<file path="config.mk">
export PLATFORM = sky130hd
export DESIGN_NAME = ttt_score_digits
export DESIGN_NICKNAME = d
export VERILOG_FILES = /design/src/rtl/ttt_score_digits.sv
export SDC_FILE = /design/constraint.sdc
export NUM_CORES = 1
export LEC_CHECK = 0
export BUFFER_PORTS_ARGS = -buffer_cell sky130_fd_sc_hd__buf_2
export CORE_MARGIN = 2
export CORE_UTILIZATION = 26
export CTS_CLUSTER_SIZE = 28
export DETAILED_ROUTE_END_ITERATION = 12
export PLACE_DENSITY_LB_ADDON = 0.05
export SYNTH_ARGS = -nofsm -noshare
export SYNTH_HDL_FRONTEND = slang
export SYNTH_SLANG_ARGS = --single-unit
</file>
<file path="constraint.sdc">
create_clock -name clk -period 3.9 [get_ports clk]
set_clock_uncertainty 0.2 [all_clocks]
set_input_delay 0.78 -clock clk [delete_from_list [all_inputs] [get_ports clk]]
set_output_delay 0.78 -clock clk [all_outputs]
set_load 0.005 [all_outputs]
</file>
<file path="src/rtl/ttt_score_digits.sv">
// ttt_score_digits: Tic-Tac-Toe match tally (X/O/draw, two-digit saturating BCD) with post-result flash/blink
module ttt_score_digits #(
  parameter int FLASH_CYCLES = 50_000_000,
  parameter int BLINK_HALF   = 12_500_000
) (
  input  logic       clk,
  input  logic       reset,
  input  logic       game_over_valid,
  input  logic [1:0] winner,
  input  logic       clear_scores,
  output logic [3:0] x_tens,
  output logic [3:0] x_ones,
  output logic [3:0] o_tens,
  output logic [3:0] o_ones,
  output logic [3:0] d_tens,
  output logic [3:0] d_ones,
  output logic [2:0] blank,
  output logic       busy
);
  localparam int FW = $clog2(FLASH_CYCLES);
  localparam int BW = $clog2(BLINK_HALF + 1);
  localparam logic [FW-1:0] F_LAST = FW'(FLASH_CYCLES - 1);
  localparam logic [BW-1:0] B_LAST = BW'(BLINK_HALF - 1);
  typedef enum logic {IDLE, FLASH} state_t;
  state_t state_q, state_d;
  logic [7:0] x_q, x_d, o_q, o_d, d_q, d_d;
  logic [1:0] sel_q, sel_d;
  logic [FW-1:0] fcnt_q, fcnt_d;
  logic [BW-1:0] bcnt_q, bcnt_d;
  logic phase_q, phase_d;
  logic [2:0] blank_q, blank_d;
  logic accept;
  // Two-digit BCD increment that sticks at 99
  function automatic logic [7:0] bcd_inc(input logic [7:0] v);
    return v == 8'h99 ? v : v[3:0] == 4'd9 ? {v[7:4] + 4'd1, 4'd0} : {v[7:4], v[3:0] + 4'd1};
  endfunction
  assign accept = state_q == IDLE && game_over_valid && winner != 2'b00;
  // Next-state: clear dominates, IDLE accepts a result, FLASH runs the flash and blink timers
  always_comb begin
    state_d = state_q;
    x_d = x_q;
    o_d = o_q;
    d_d = d_q;
    sel_d = sel_q;
    fcnt_d = fcnt_q;
    bcnt_d = bcnt_q;
    phase_d = phase_q;
    if (clear_scores) begin
      state_d = IDLE;
      x_d = '0;
      o_d = '0;
      d_d = '0;
      sel_d = '0;
      fcnt_d = '0;
      bcnt_d = '0;
      phase_d = 1'b0;
    end else if (accept) begin
      x_d = winner == 2'b01 ? bcd_inc(x_q) : x_q;
      o_d = winner == 2'b10 ? bcd_inc(o_q) : o_q;
      d_d = winner == 2'b11 ? bcd_inc(d_q) : d_q;
      sel_d = winner - 2'd1;
      fcnt_d = '0;
      bcnt_d = '0;
      phase_d = 1'b0;
      state_d = FLASH;
    end else if (state_q == FLASH) begin
      bcnt_d = bcnt_q == B_LAST ? '0 : bcnt_q + 1'b1;
      phase_d = bcnt_q == B_LAST ? ~phase_q : phase_q;
      fcnt_d = fcnt_q == F_LAST ? '0 : fcnt_q + 1'b1;
      state_d = fcnt_q == F_LAST ? IDLE : FLASH;
    end
    blank_d = state_d == FLASH ? 3'(phase_d) << sel_d : 3'b000;
  end
  // State register; reset behaves exactly like clear_scores
  always_ff @(posedge clk) begin
    if (reset) begin
      state_q <= IDLE;
      x_q <= '0;
      o_q <= '0;
      d_q <= '0;
      sel_q <= '0;
      fcnt_q <= '0;
      bcnt_q <= '0;
      phase_q <= 1'b0;
      blank_q <= 3'b000;
    end else begin
      state_q <= state_d;
      x_q <= x_d;
      o_q <= o_d;
      d_q <= d_d;
      sel_q <= sel_d;
      fcnt_q <= fcnt_d;
      bcnt_q <= bcnt_d;
      phase_q <= phase_d;
      blank_q <= blank_d;
    end
  end
  assign {x_tens, x_ones} = x_q;
  assign {o_tens, o_ones} = o_q;
  assign {d_tens, d_ones} = d_q;
  assign blank = blank_q;
  assign busy = state_q == FLASH;
endmodule

</file>
==> reports/metrics.cfg <==
[clock_tree]
cts-resized-gates=0
clock_sinks=81
root_buffer=clkbuf_16
cts.hold.buffers_added=0
cts.htree.levels=3
cts_tree=done
cts_setup_buffers=0
cts_buffers=9
clk_pin_slew_worst_paths_ns=0.06
cts_buffer_depth=2
insertion_delay_ns=0.33

[worst_setup_path]
cp.required_ns=3.94
setup.worst_path.class=flip-flop to flip-flop
crit_fanout=20
max_stage_delay_ns=0.70
crit_family=simple AND/OR/NAND/NOR gates
cp_slowest_cell=or4b_1
crit_buf_inv=0
arrival_ns=2.61
setup.worst_path.end_class=flip-flop
crit_path_cell_trace=and3_1 -> nand4_1 -> or4b_1 -> a211oi_1
worstSetupStartpointType=flip-flop

[grt]
met1_usage_pct=16.9
grt-ovfl-total=0
grtUsageMet3_pct=2.37
grt_use_total_pct=12.6
busiest_layer=met2
use_met2_pct=19.5
grt_pass1_vias=3306
grt_max_degree=29
grt_pass1_wl_um=16600
antenna_found_initial=0

[sta]
setup_slack_ns=1.33
worstMarginPinSlew_ns=0.784
hold_ws_ns=0.285
report.final.slew_viol_count=0
hold_violations=0
setup_viol=0
max_freq_mhz=390
fin_crit_ns=2.57
grt_setup_unrepaired=false
finalSetupTns_ns=0
timing.slew.headroom_pct=47.4
fin_crit_sh_pct=65.8

[placement]
place_congestion=0.759
hpwlAfterDp_um=6650
dp_cells=663
place_area_um2=4390
pre_cts_ws_ns=1.09
numPortBuffers=33

[layout]
diodes=0
layout.nets=504
fin_area_um2=4670
instances_no_fill=679
drive_gt1_share_pct=14.5
final_util_pct=30.7
syn_to_final_growth_pct=15.4

[synthesis]
synth.cell_area_um2=4040
synth-edff-count=0
synthFlopType=dfxtp_1
synth.most_common_cell=dfxtp_1
yosys.area.top_type_share_pct=40.1
synth_area_leaders=dfxtp_1, xor2_1, ha_1, a211oi_1, nor2_1
async_flop_share_pct=0
syn_nets=475
synth_warnings=0
ys_ff_latch=81
yosysTopAreaCell=dfxtp_1
syn-instance-count=457
ys_types=52
postSynthAreaPerCell_um2=8.85
ys_seq_area_share_pct=40.1
synthTopCellsByCount=dfxtp_1, nor2_1, nand2_1

[floorplan]
chipHeight_um=129
pin_count=34
core_area_um2=15200
die_area_um2=16600
initial_core_util_pct=26.6
rows=45
dieWidth_um=129

[worst_hold_path]
hold_path.class=flip-flop to flip-flop

[routing]
first_pass_iters=4
drc=0
ant_nets=0
vias_per_cell=5.01
drt_iter0_drc=165
wl_um=9640
wl_per_cell_um=14.2
via_count=3401

[power_and_ir_drop]
power_leakage_nw=1.53
peakVddDrop_uv=179
power_mw=1.67
power.density_nw_per_um2=359

[run_status]
status=finished, final reports clean

[job]
max_cap_violations=0

[registers in the layout, summed over array words and instances, names as in the netlist]
signal and cells:
blank 3, o_q 8, busy 1, bcnt_q 24, d_q 8, sel_q 2
x_q 8, fcnt_q 26, phase_q 1
[tightest hold or removal path, delay by kind of cell, from the launching register on]
| kind | cells | cell delay [ns] |
|---|---|---|
| AO/OA/AOI/OAI | 2 | 0.12 |
| flip-flops | 1 | 0.31 |
[layer usage]
metal	part of all wire, %	vias to the layer above
met2	44	50
met3	2.9	16
met5	0	-
met1	51	1574
li1	-	1761
met4	2.2	0
[worst paths after layout]
kind         startpoint          to  slack [ns]  depth (start not counted)
max reg2reg   fcnt_q[3]  fcnt_q[17]        1.33                          4
min          bcnt_q[21]  bcnt_q[21]        0.28                          2
max           fcnt_q[3]  fcnt_q[17]        1.33                          4
min reg2reg  bcnt_q[21]  bcnt_q[21]        0.28                          2
[report_power, final]
part,total (mW),internal (mW),switching (mW)
Clock,0.794,0.463,0.330
Sequential,0.834,0.829,0.00453
Combinational,0.0469,0.0154,0.0316
Total,1.67,1.31,0.366
[cell type report]
cell class / instances / area (µm²)
Inverter: 13 / 48.8
Multi-Input combinational cell: 343 / 2280
Tap cell: 188 / 235
Fill cell: 1629 / 10500
Timing Repair Buffer: 38 / 203
Sequential cell: 81 / 1620
Clock inverter: 3 / 15.0
Clock buffer: 13 / 260
[logic make-up (layout without fill, tap and decap cells)]
| group | after synthesis | in the layout | share of synthesized area, % |
|---|---|---|---|
| buffers and inverters | 33 | 67 | 3.56 |
| and+or+nand+nor | 207 | 207 | 30.1 |
| AOI/OAI and AO/OA | 82 | 82 | 13.0 |
| muxes | 7 | 7 | 1.86 |
| DFF | 81 | 81 | 40.1 |
| xor gates and xnor gates | 35 | 35 | 7.58 |
| adders and majority gates | 12 | 12 | 3.71 |
[placed cells by master (no fill, tap or decap), drive strengths merged, types with 11 or more instances in the layout]
| master | count |
|---|---|
| ha | 12 |
| nor3 | 14 |
| dfxtp | 81 |
| and3 | 11 |
| nand2 | 33 |
| buf | 38 |
| a21oi | 23 |
| nor2 | 35 |
| o31ai | 13 |
| or3 | 12 |
| xnor2 | 15 |
| or4 | 15 |
| a211oi | 19 |
| nand3 | 29 |
| inv | 13 |
| nand4 | 20 |
| xor2 | 20 |
| clkbuf | 13 |
| o21ai | 18 |
Power figures use the tool's default switching activity.
